File: src/rtl/guess_evaluator_if.sv
// Submit/score bundle between the letter-selection stage, the evaluator and the grid renderer.
// Latency: none, wires only.
// Backpressure: none; start is dropped by the evaluator unless it is idle and the game is live.
interface guess_evaluator_if #(
  parameter int WORD_LEN = 5,
  parameter int LETTER_W = 5
);
  logic                         new_game;
  logic                         start;
  logic [WORD_LEN*LETTER_W-1:0] guess;
  logic [WORD_LEN*LETTER_W-1:0] secret;
  logic                         busy;
  logic                         done;
  logic [2*WORD_LEN-1:0]        result;
  logic                         win;
  logic                         game_over;
  logic [2:0]                   guess_count;
  logic                         invalid;

  // Evaluator side
  modport slave (
    input  new_game, start, guess, secret,
    output busy, done, result, win, game_over, guess_count, invalid
  );

  // Selection stage / renderer side
  modport master (
    output new_game, start, guess, secret,
    input  busy, done, result, win, game_over, guess_count, invalid
  );
endinterface

File: src/rtl/guess_evaluator.sv
// Wordle row scorer: green pass then consume-once yellow pass, plus guess count / win / game-over tracking.
// Latency: start at edge 0 -> done pulse in cycle 2*WORD_LEN+1; busy in cycles 1..2*WORD_LEN.
// Backpressure: start/new_game outside IDLE are dropped, not queued. Optional macro GUESS_EVALUATOR_VALID_CHECK_EN rejects rows with codes >25.
module guess_evaluator #(
  parameter int WORD_LEN    = 5,
  parameter int LETTER_W    = 5,
  parameter int MAX_GUESSES = 6
) (
  input  logic              clk,
  input  logic              clr,
  guess_evaluator_if.slave  ev
);

  localparam int IDX_W = (WORD_LEN > 1) ? $clog2(WORD_LEN) : 1;
  localparam int ROW_W = WORD_LEN * LETTER_W;
  localparam logic [IDX_W-1:0] LAST_IDX = IDX_W'(WORD_LEN - 1);
  localparam logic [2:0]       MAX_CNT  = 3'(MAX_GUESSES);

  typedef enum logic [1:0] {S_IDLE, S_GREEN, S_YELLOW, S_DONE} state_t;

  state_t                state_q, state_d;
  logic [ROW_W-1:0]      g_q, g_d;
  logic [ROW_W-1:0]      s_q, s_d;
  logic [WORD_LEN-1:0]   avail_q, avail_d;
  logic [IDX_W-1:0]      idx_q, idx_d;
  logic [2*WORD_LEN-1:0] result_q, result_d;
  logic                  win_q, win_d;
  logic                  over_q, over_d;
  logic [2:0]            count_q, count_d;
  logic                  invalid_q, invalid_d;

  logic [LETTER_W-1:0]   g_let [WORD_LEN];
  logic [LETTER_W-1:0]   s_let [WORD_LEN];
  logic                  accept;
  logic                  bad_row;
  logic                  last_pos;
  logic                  hit;
  logic [IDX_W-1:0]      hit_j;
  logic                  all_green;

  assign accept   = (state_q == S_IDLE) && ev.start && !ev.new_game && !over_q;
  assign last_pos = (idx_q == LAST_IDX);

`ifdef GUESS_EVALUATOR_VALID_CHECK_EN
  // Flag a submitted row holding any code beyond Z (blank or garbage tile)
  always_comb begin
    bad_row = 1'b0;
    for (int i = 0; i < WORD_LEN; i++) begin
      if (ev.guess[LETTER_W*i +: LETTER_W] > LETTER_W'(25)) bad_row = 1'b1;
    end
  end
`else
  assign bad_row = 1'b0;
`endif

  // Split the latched rows into per-position letters
  always_comb begin
    for (int i = 0; i < WORD_LEN; i++) begin
      g_let[i] = g_q[LETTER_W*i +: LETTER_W];
      s_let[i] = s_q[LETTER_W*i +: LETTER_W];
    end
  end

  // Lowest still-available secret position matching the current guess letter
  always_comb begin
    hit   = 1'b0;
    hit_j = '0;
    for (int j = WORD_LEN - 1; j >= 0; j--) begin
      if (avail_q[j] && (s_let[j] == g_let[idx_q])) begin
        hit   = 1'b1;
        hit_j = IDX_W'(j);
      end
    end
  end

  // State register
  always_ff @(posedge clk) begin
    if (clr) state_q <= S_IDLE;
    else     state_q <= state_d;
  end

  // Next-state: walk all positions for greens, then all for yellows, then one done cycle
  always_comb begin
    state_d = state_q;
    case (state_q)
      S_IDLE:   if (accept) state_d = bad_row ? S_DONE : S_GREEN;
      S_GREEN:  if (last_pos) state_d = S_YELLOW;
      S_YELLOW: if (last_pos) state_d = S_DONE;
      S_DONE:   state_d = S_IDLE;
      default:  state_d = S_IDLE;
    endcase
  end

  // Datapath next-state: scoring, letter consumption and game bookkeeping
  always_comb begin
    g_d       = g_q;
    s_d       = s_q;
    avail_d   = avail_q;
    idx_d     = idx_q;
    result_d  = result_q;
    win_d     = win_q;
    over_d    = over_q;
    count_d   = count_q;
    invalid_d = invalid_q;
    all_green = 1'b0;
    case (state_q)
      S_IDLE: begin
        if (ev.new_game) begin
          count_d = '0;
          win_d   = 1'b0;
          over_d  = 1'b0;
        end else if (accept) begin
          g_d       = ev.guess;
          s_d       = ev.secret;
          avail_d   = '0;
          idx_d     = '0;
          result_d  = '0;
          invalid_d = bad_row;
        end
      end
      S_GREEN: begin
        if (g_let[idx_q] == s_let[idx_q]) begin
          result_d[2*idx_q +: 2] = 2'b10;
          avail_d[idx_q]         = 1'b0;
        end else begin
          avail_d[idx_q] = 1'b1;
        end
        idx_d = last_pos ? '0 : idx_q + 1'b1;
      end
      S_YELLOW: begin
        if ((result_q[2*idx_q +: 2] != 2'b10) && hit) begin
          result_d[2*idx_q +: 2] = 2'b01;
          avail_d[hit_j]         = 1'b0;
        end
        idx_d = last_pos ? '0 : idx_q + 1'b1;
        // Publish the game status together with the done pulse
        if (last_pos) begin
          all_green = 1'b1;
          for (int i = 0; i < WORD_LEN; i++) begin
            if (result_d[2*i +: 2] != 2'b10) all_green = 1'b0;
          end
          if (count_q < MAX_CNT) count_d = count_q + 3'd1;
          win_d  = all_green;
          over_d = all_green || (count_d == MAX_CNT);
        end
      end
      S_DONE: invalid_d = 1'b0;
      default: ;
    endcase
  end

  // Datapath registers; clr aborts any evaluation in flight
  always_ff @(posedge clk) begin
    if (clr) begin
      g_q       <= '0;
      s_q       <= '0;
      avail_q   <= '0;
      idx_q     <= '0;
      result_q  <= '0;
      win_q     <= 1'b0;
      over_q    <= 1'b0;
      count_q   <= '0;
      invalid_q <= 1'b0;
    end else begin
      g_q       <= g_d;
      s_q       <= s_d;
      avail_q   <= avail_d;
      idx_q     <= idx_d;
      result_q  <= result_d;
      win_q     <= win_d;
      over_q    <= over_d;
      count_q   <= count_d;
      invalid_q <= invalid_d;
    end
  end

  // Outputs decoded from state plus registered status
  always_comb begin
    ev.busy        = (state_q == S_GREEN) || (state_q == S_YELLOW);
    ev.done        = (state_q == S_DONE);
    ev.result      = result_q;
    ev.win         = win_q;
    ev.game_over   = over_q;
    ev.guess_count = count_q;
    ev.invalid     = invalid_q;
  end

endmodule

File: src/flat_wrapper.sv
// flat-port wrapper written by rule: the top's interface ports become plain ports
module guess_evaluator_flat 
#(
  parameter int WORD_LEN    = 5,
  parameter int LETTER_W    = 5,
  parameter int MAX_GUESSES = 6
)
  (clk, clr, ev_new_game, ev_start, ev_guess, ev_secret, ev_busy, ev_done, ev_result, ev_win, ev_game_over, ev_guess_count, ev_invalid);
  guess_evaluator_if #(.WORD_LEN(WORD_LEN), .LETTER_W(LETTER_W)) ev_i ();
  input  logic clk;
  input  logic clr;
  input wire logic [$bits(ev_i.new_game)-1:0] ev_new_game;
  input wire logic [$bits(ev_i.start)-1:0] ev_start;
  input wire logic [$bits(ev_i.guess)-1:0] ev_guess;
  input wire logic [$bits(ev_i.secret)-1:0] ev_secret;
  output wire logic [$bits(ev_i.busy)-1:0] ev_busy;
  output wire logic [$bits(ev_i.done)-1:0] ev_done;
  output wire logic [$bits(ev_i.result)-1:0] ev_result;
  output wire logic [$bits(ev_i.win)-1:0] ev_win;
  output wire logic [$bits(ev_i.game_over)-1:0] ev_game_over;
  output wire logic [$bits(ev_i.guess_count)-1:0] ev_guess_count;
  output wire logic [$bits(ev_i.invalid)-1:0] ev_invalid;
  assign ev_i.new_game = ev_new_game;
  assign ev_i.start = ev_start;
  assign ev_i.guess = ev_guess;
  assign ev_i.secret = ev_secret;
  assign ev_busy = ev_i.busy;
  assign ev_done = ev_i.done;
  assign ev_result = ev_i.result;
  assign ev_win = ev_i.win;
  assign ev_game_over = ev_i.game_over;
  assign ev_guess_count = ev_i.guess_count;
  assign ev_invalid = ev_i.invalid;
  guess_evaluator #(.WORD_LEN(WORD_LEN), .LETTER_W(LETTER_W), .MAX_GUESSES(MAX_GUESSES)) u_core (.clk(clk), .clr(clr), .ev(ev_i));
endmodule
File: config.mk
export PLATFORM = sky130hd
export DESIGN_NAME = guess_evaluator_flat
export DESIGN_NICKNAME = d
export VERILOG_FILES = /design/src/rtl/guess_evaluator_if.sv /design/src/rtl/guess_evaluator.sv /design/src/flat_wrapper.sv
export SDC_FILE = /design/constraint.sdc
export NUM_CORES = 1
export LEC_CHECK = 0
export CORE_ASPECT_RATIO = 1.1
export CORE_MARGIN = 1.5
export CORE_UTILIZATION = 32
export CTS_BUF_LIST = sky130_fd_sc_hd__clkbuf_16
export DETAILED_ROUTE_END_ITERATION = 8
export PLACE_DENSITY = 0.64
export SLEW_MARGIN = 40
export SYNTH_ARGS = -nofsm -noshare
export SYNTH_HDL_FRONTEND = slang
export SYNTH_SLANG_ARGS = --single-unit
export TNS_END_PERCENT = 10
File: constraint.sdc
create_clock -name clk -period 3.7 [get_ports clk]
set_input_delay 0.37 -clock clk [delete_from_list [all_inputs] [get_ports clk]]
set_output_delay 0.37 -clock clk [all_outputs]
set_load 0.03 [all_outputs]
==> impl_metrics.toml, run 1 <==
[outcome]
status = "finished clean"

[timing]
finalSetupTns_ns = 0
setup_ws_ns = 0.425
timing.fmax_ghz = 0.305
setup_viol = 0
finalCriticalPeriod_ns = 3.28
finalMaxSlewViolations = 0
whs_ns = 0.452
max_slew_margin_pct = 57.7
finClkSkew_ns = 0.0123
rsz0062_at_grt = "no"
fin_crit_sh_pct = 88.5
worst_pin_slew_ns = 0.635
hold_violations = 0

[die]
dieArea_sq_um = 14400
die_h_microns = 126
num_io_pins = 72
core_sq_um = 13300
fp.dieW_microns = 114
num_rows = 44
start_util_pct = 33.0

[power]
intPower_uw = 1740
ir_drop_uv = 266
switchingPower_uw = 1020
seqPwrFrac_pct = 34.9
swShare_pct = 37.0
pwr_density_cell_nw_per_um2 = 492
combinationalPowerShare_pct = 33.1
p_leak_uw = 0.00205
clockPowerShare_pct = 32.1

[clock_tree]
post_cts_buffers = 0
cts_root_buf = "clkbuf_16"
clock_sinks = 75
post_cts_resized = 0
cts_buffers = 9
clkSlewWorstSetupHoldPaths_ns = 0.07
clock_latency_ns = 0.35
clk_path_buf_depth = 2
cts_tree = "built"
htreeDepth = 3
cts_hold_buffers = 0

[worst_setup_path]
cp.arrival_ns = 3.49
cp_max_fo = 16
end_kind = "flop"
crit_required_ns = 3.91
path_buf_inv = 2
cp_cell_sequence = "buf_4 > nand3b_1 > a21oi_1 > buf_4 > or3_1 > a221oi_1 > nand4b_1 > and3_4 > a21o_1 > a211oi_1 > o21ai_0"
crit_top_cell = "buf_4"
start_kind = "flop"
critPathKind = "reg -> reg"
critPathTopFamily = "compound AO/OA/AOI/OAI gates"
crit_path_max_incr_delay_ns = 0.67
slowest_stage = "dfxtp_1"

[final_layout]
fill_cells = 1366
diodes = 0
area_growth_syn_to_layout_pct = 28.3
final_layout_size_suffix_gt1_share_pct = 9.43
nets = 697
final_core_util_pct = 42.3

[synthesis]
synth_area_leaders = "dfxtp_1, nand2_1, a21oi_1"
synthCells = 563
ys_top_cells_by_count = "nand2_1, dfxtp_1, a21oi_1, o21ai_0, clkbuf_1"
synth_mux_area_share_pct = 5.24
syn_area_per_cell_sq_um = 7.77
synthSimpleGateAreaFrac_pct = 25.3
synth_top_area_cell = "dfxtp_1"
synth_top_family_by_area = "simple AND/OR/NAND/NOR gates"
synthAdderAreaFrac_pct = 3.43
yosys.cell_types.count = 71
synth_top_area_share_pct = 34.3
synth-async-reset-ratio_pct = 0
synthFlopType = "dfxtp_1"
yosysMostFrequentCell = "nand2_1"
synth_fp_nets = 629
ys_ff_latch = 75
yosysWarningCount = 0
synth_edf_count = 0
synth_compound_gate_area_share_pct = 23.5
syn-cell-area_sq_um = 4370
ys_seq_area_share_pct = 34.3
synth-xor-area-share_pct = 3.81

[placement]
preCtsSetupSlack_ns = 0.254
hpwl_microns = 9420
finalWeightedCongestion = 0.886
io_buffers = 70

[global_routing]
grt_pass1_vias = 3981
grt_pass1_wl_microns = 20000
track_usage_pct = 17.4
antenna_found_initial = 0
grt_max_degree = 63
overflow = 0

[run]
max_cap_viol_count = 0

[route]
vias = 4249
routed_wl_microns = 12300
drt_iter0_markers = 282
antenna_left = 0
drt-pass1-iter-count = 5
drc_errors = 0
wl_per_cell_microns = 15.0
via_per_inst = 5.18

[worst_hold_path]
holdCritPathClass = "in -> reg"
==> metrics by stage <==
step,std cells,total power (uW),cell area [sq um]
finish,820,2760,5610
global route,820,2920,5610
CTS,820,2770,5610
detailed placement,804,1890,5300
global placement,804,1870,5300
floorplan,563,1580,4370
==> cell usage in the layout (no fill, tap or decap), types with 3 or more instances in the layout <==
cell	netlist	routed
nor2_1	18	18
o21ai_0	27	27
inv_6	0	4
o22ai_1	7	7
ha_1	12	12
buf_4	1	20
mux4_2	3	3
dfxtp_1	75	74
nor3_1	8	8
nand3_1	16	16
clkbuf_16	0	9
clkdlybuf4s50_1	0	69
xnor2_1	9	9
a21o_1	7	7
nand4b_1	3	3
xor2_1	10	10
nand3b_1	3	3
nand2_1	135	135
a32o_1	5	5
nand2b_1	4	4
inv_1	8	8
nor2b_1	6	6
and3_1	7	7
a21oi_1	73	73
mux2i_1	15	15
nand4_1	4	4
or3_1	7	7
a211oi_1	3	3
a22oi_1	6	6
or2_2	5	5
==> path summary, 6_finish.rpt <==
kind                            cells after the start                        endpoint  slack, ns                    startpoint
worst max-delay path                               11  u_core.avail_q[1]$_SDFFE_PP0P_       0.42  u_core.idx_q[2]$_SDFFE_PP0P_
worst min-delay path                                4      u_core.ev.win$_SDFFE_PP0P_       0.45                           clr
worst max register to register                     11  u_core.avail_q[1]$_SDFFE_PP0P_       0.42  u_core.idx_q[2]$_SDFFE_PP0P_
worst min register to register                      2     u_core.g_q[18]$_SDFFE_PP0P_       0.46   u_core.g_q[18]$_SDFFE_PP0P_
==> worst min-delay path: cells and delay by family <==
kind / cells / cell delay (ns)
and+or+nand+nor: 2 / 0.17
buffers and inverters: 2 / 0.21
==> cell families (layout without fill, tap and decap cells) <==
family,after synthesis,count (layout)
adder cells (fa/ha/maj),12,12
XOR/XNOR,19,19
AND/OR/NAND/NOR,234,234
flip-flops,75,75
multiplexers,19,19
other,1,1
buffers and inverters,43,116
AO/OA/AOI/OAI,160,160
==> power by group through the flow <==
stage | Combinational, uW | Sequential (uW) | Clock [uW]
6_report | 912 | 961 | 885
5_1_grt | 1010 | 971 | 934
4_1_cts | 910 | 962 | 901
3_5_place_dp | 906 | 980 | 0
3_3_place_gp | 893 | 976 | 0
2_1_floorplan | 646 | 938 | 0
==> final cells by class <==
type | instances | area, sq um | share of cell area, %
Multi-Input combinational cell | 445 | 2690 | 47.9
Tap cell | 184 | 230 | 4.10
Clock buffer | 9 | 225 | 4.02
Clock inverter | 7 | 78.8 | 1.41
Timing Repair Buffer | 90 | 846 | 15.1
Inverter | 10 | 37.5 | 0.669
Sequential cell | 75 | 1500 | 26.8
==> sequential cells by signal (all words and copies together) (netlist names) <==
register	count
u_core.g_q	25
u_core.s_q	25
u_core.ev.result	10
u_core.avail_q	5
u_core.ev.guess_count	3
u_core.idx_q	3
u_core.state_q	2
u_core.ev.game_over	1
u_core.ev.win	1
==> metal layers <==
layer  share of wire (%)  track usage (%)
met1                  45             22.6
met2                  48             29.0
met3                 4.8             3.83
met4                 1.8             4.85
met5                   0                0
No activity file was read; power rests on OpenSTA's default activity.
==> inputs of run 2 (changes only) <==
Settings changed: ABC_AREA set to 1, PLACE_DENSITY 0.64 to 0.63.
==> impl_metrics.toml, run 2 <==
[route]
drc_errors = 0
antenna_left = 0
vias = 4460
via_per_inst = 4.89
wl_per_cell_microns = 13.6
routed_wl_microns = 12400
drt-pass1-iter-count = 5
drt_iter0_markers = 207

[global_routing]
grt_pass1_vias = 4097
grt_pass1_wl_microns = 20200
overflow = 0
track_usage_pct = 17.5
grt_max_degree = 82
antenna_found_initial = 0

[final_layout]
register_area_sq_um = 1500
multiInputGateArea_sq_um = 2530
final_layout_size_suffix_gt1_share_pct = 8.98
area_growth_syn_to_layout_pct = 25.5
layout_common_cells = "nand2_1, o21ai_0, nor2_1, dfxtp_1, inv_1"
layout_commonest_cell = "nand2_1"
final_core_util_pct = 40.9
diodes = 0
fill_cells = 1488
nets = 785
final_cell_area_sq_um = 5620

[synthesis]
synthFlopType = "dfxtp_1"
syn-cell-area_sq_um = 4480
synthAdderAreaFrac_pct = 3.35
yosysMostFrequentCell = "nand2_1"
yosys.cell_types.count = 41
syn_area_per_cell_sq_um = 6.78
synth_compound_gate_area_share_pct = 21.5
synth_top_area_cell = "dfxtp_1"
synthCells = 661
synth_edf_count = 0
synth-xor-area-share_pct = 1.76
synth_fp_nets = 727
synth_area_leaders = "dfxtp_1, o21ai_0, nand2_1"
synth-async-reset-ratio_pct = 0
ys_ff_latch = 75
ys_top_cells_by_count = "nand2_1, o21ai_0, nor2_1, dfxtp_1, inv_1"
yosysWarningCount = 0
ys_seq_area_share_pct = 33.5
synthSimpleGateAreaFrac_pct = 29.7
synth_top_area_share_pct = 33.5
synth_top_family_by_area = "simple AND/OR/NAND/NOR gates"
synth_mux_area_share_pct = 0

[placement]
place_area_sq_um = 5300
hpwl_microns = 9340
preCtsSetupSlack_ns = 0.567
io_buffers = 70
finalWeightedCongestion = 0.933

[clock_tree]
cts_tree = "built"
clock_latency_ns = 0.34
clk_path_buf_depth = 2
clkSlewWorstSetupHoldPaths_ns = 0.06
cts_hold_buffers = 0
post_cts_buffers = 0
cts_buffers = 9
post_cts_resized = 0
clock_sinks = 75
cts_root_buf = "clkbuf_16"
htreeDepth = 3

[die]
die_h_microns = 127
start_util_pct = 32.6
fp.dieW_microns = 116
num_io_pins = 72
dieArea_sq_um = 14700
num_rows = 45
core_sq_um = 13700

[worst_setup_path]
reg2reg_from = "u_core.idx_q[0]$_SDFFE_PP0P_"
r2r_setup_slack_ns = 0.48
start_kind = "flop"
crit_required_ns = 3.97
cp_max_fo = 21
end_kind = "flop"
cp.arrival_ns = 3.49
critPathLaunch = "u_core.idx_q[0]$_SDFFE_PP0P_"
critPathKind = "reg -> reg"

[timing]
timing.fmax_ghz = 0.311
setup_viol = 0
hold_violations = 0
worst_pin_slew_ns = 0.657
finalSetupTns_ns = 0
setup_ws_ns = 0.483
fin_crit_sh_pct = 86.9
rsz0062_at_grt = "no"
finalCriticalPeriod_ns = 3.22
finClkSkew_ns = 0.00597
finalMaxSlewViolations = 0
max_slew_margin_pct = 56.2

[power]
p_leak_uw = 0.00221
pwr_density_cell_nw_per_um2 = 569
ir_drop_uv = 206

[run]
max_cap_viol_count = 0

[worst_hold_path]
holdCritPathClass = "reg -> reg"
min_from = "u_core.g_q[3]$_SDFFE_PP0P_"

[outcome]
status = "finished clean"
==> run 2: layer usage <==
layer	wire [microns]	vias up	GRT usage [%]
met2	5900	95	28.8
met3	471	19	3.04
met4	292	0	6.67
li1	-	2307	-
met5	0	-	0
met1	5730	2039	22.7
==> run 2: power by group <==
part | switching [uW] | total [uW] | internal [uW] | leakage, uW
sequential | 97.1 | 1020 | 927 | 0.000613
clock | 348 | 937 | 589 | 0.000157
combinational | 834 | 1240 | 407 | 0.00144
==> run 2: final cells by class <==
cell class,instances,share of cell area [%]
clock buffers,9,4.01
clock inverters,7,1.67
inverters,79,5.27
multi-input cells,479,45.0
flip-flops and latches,75,26.7
well taps,188,4.18
repair buffers,75,13.1
==> run 2: cell families (layout without fill, tap and decap cells) <==
group	count (synthesis)	after routing
AOI/OAI and AO/OA	176	176
xor gates and xnor gates	9	9
adders and majority gates	12	12
buffers and inverters	107	170
DFF	75	75
other	1	1
and+or+nand+nor	281	281
==> run 2: final timing paths <==
path | cells past startpoint | to
hold / removal | 2 | u_core.g_q[3]$_SDFFE_PP0P_
hold reg to reg | 2 | u_core.g_q[3]$_SDFFE_PP0P_
setup / recovery | 13 | u_core.ev.result[8]$_SDFFE_PP0P_
setup reg to reg | 13 | u_core.ev.result[8]$_SDFFE_PP0P_
==> run 2: through the flow <==
stage | hold slack, ns | total power, uW | instances
detailed placement | 0.462 | 2270 | 896
CTS | 0.470 | 3210 | 912
floorplan | 0.429 | 1950 | 661
global placement | 0.454 | 2260 | 896
global route | 0.489 | 3420 | 912
finish | 0.463 | 3200 | 912
==> run 2: critical path: stages (launching register included) <==
cell and delay (ns):
dfxtp_1 0.72, inv_2 0.32, nand2_2 0.30, o22ai_1 0.13
nor3_2 0.19, xor2_1 0.17, nand2_1 0.06, nor2_1 0.14
nand2_1 0.14, nand2_1 0.10, nand2_1 0.27, nor2_4 0.32
o21ai_0 0.14, a21oi_1 0.13
==> inputs of run 3 (changes only) <==
Settings changed: CORE_ASPECT_RATIO 1.1 to unset.
==> impl_metrics.toml, run 3 (synthesized netlist as in run 2, its figures left out) <==
[placement]
finalWeightedCongestion = 0.938
io_buffers = 70
preCtsSetupSlack_ns = 0.820
hpwl_microns = 8960
place_area_sq_um = 5290

[worst_setup_path]
end_kind = "flop"
start_kind = "flop"
cp.arrival_ns = 3.18
crit_required_ns = 3.96
cp_max_fo = 17
critPathKind = "reg -> reg"

[timing]
finalCriticalPeriod_ns = 2.92
max_slew_margin_pct = 48.1
setup_ws_ns = 0.776
finalSetupTns_ns = 0
finalMaxSlewViolations = 0
worst_pin_slew_ns = 0.775
rsz0062_at_grt = "no"
timing.fmax_ghz = 0.342
whs_ns = 0.459
finClkSkew_ns = 0.0116
fin_crit_sh_pct = 79.0
hold_violations = 0
setup_viol = 0

[clock_tree]
cts_buffers = 9
clk_path_buf_depth = 2
clock_latency_ns = 0.35
cts_root_buf = "clkbuf_16"
clock_sinks = 75
post_cts_resized = 0
cts_hold_buffers = 0
htreeDepth = 3
post_cts_buffers = 0
clkSlewWorstSetupHoldPaths_ns = 0.07
cts_tree = "built"

[die]
core_sq_um = 13800
die_h_microns = 121
fp.dieW_microns = 121
start_util_pct = 32.5
dieArea_sq_um = 14700
num_rows = 43
num_io_pins = 72

[route]
antenna_left = 0
vias = 4406
drc_errors = 0
drt-pass1-iter-count = 5
drt_iter0_markers = 236
routed_wl_microns = 12000
via_per_inst = 4.87
wl_per_cell_microns = 13.3

[global_routing]
grt_pass1_vias = 4080
track_usage_pct = 17.1
overflow = 0
grt_max_degree = 82
grt_pass1_wl_microns = 19800
antenna_found_initial = 0

[final_layout]
diodes = 0
nets = 785
area_growth_syn_to_layout_pct = 25.0
fill_cells = 1515
final_cell_area_sq_um = 5600
layout_common_cells = "nand2_1, o21ai_0, nor2_1, dfxtp_1"
layout_commonest_cell = "nand2_1"
final_layout_size_suffix_gt1_share_pct = 9.12

[power]
swShare_pct = 40.9
clockPowerShare_pct = 28.6
switchingPower_uw = 1300
p_leak_uw = 0.00221
intPower_uw = 1880
seqPwrFrac_pct = 32.0
combinationalPowerShare_pct = 39.4
pwr_density_cell_nw_per_um2 = 567
total_power_uw = 3180
ir_drop_uv = 237

[outcome]
status = "finished clean"

[worst_hold_path]
holdCritPathClass = "reg -> reg"

[run]
max_cap_viol_count = 0
-- run 3: through the flow --
step / utilization [%] / instances
6_report: 40.7 / 904
5_1_grt: 40.7 / 904
4_1_cts: 40.7 / 904
3_5_place_dp: 38.4 / 888
3_3_place_gp: 38.4 / 888
2_1_floorplan: - / 661
-- run 3: power groups by stage --
stage | clock [uW] | sequential, uW | combinational [uW]
after floorplan | 0 | 1010 | 936
after global placement | 0 | 1030 | 1240
after global routing | 958 | 1040 | 1410
after CTS | 928 | 1020 | 1250
final | 909 | 1020 | 1250
after detailed placement | 0 | 1030 | 1240
-- run 3: worst paths after layout --
check / start / endpoint / slack [ns] / cells after the start
worst min-delay path: u_core.g_q[4]$_SDFFE_PP0P_ / u_core.g_q[4]$_SDFFE_PP0P_ / 0.46 / 2
worst max register to register: u_core.idx_q[1]$_SDFFE_PP0P_ / u_core.ev.result[6]$_SDFFE_PP0P_ / 0.78 / 13
worst max-delay path: u_core.idx_q[1]$_SDFFE_PP0P_ / u_core.ev.result[6]$_SDFFE_PP0P_ / 0.78 / 13
worst min register to register: u_core.g_q[4]$_SDFFE_PP0P_ / u_core.g_q[4]$_SDFFE_PP0P_ / 0.46 / 2
-- run 3: layout make-up --
cell class	count	area (sq um)	area share (%)
timing repair buffer	75	738	13.2
clock inverter	7	81.3	1.45
multi-input combinational	479	2530	45.2
tap	180	225	4.02
sequential	75	1500	26.8
inverter	79	297	5.29
clock buffer	9	225	4.02
-- run 3: worst max-delay path, stage by stage, from the launching register on --
cell and delay (ns):
dfxtp_1 0.75, inv_2 0.22, nand3_2 0.26, nor2_1 0.08, nor3_2 0.19, xnor2_1 0.14, nand2_1 0.07, nor2_1 0.20
nand2_1 0.20, nand2_1 0.11, nand2_1 0.11, nor2_4 0.22, o21ai_0 0.15, a21oi_1 0.14
-- run 3: routing by layer --
layer  part of all wire, %  routed length (microns)  global-route usage, %  vias up
met3                   5.2                      630                   3.52        9
met1                    49                     5870                   22.8     1980
met4                   1.3                      155                   5.15        0
met5                     0                        0                      0        -
met2                    45                     5370                   27.6      112
li1                      -                        -                      -     2305
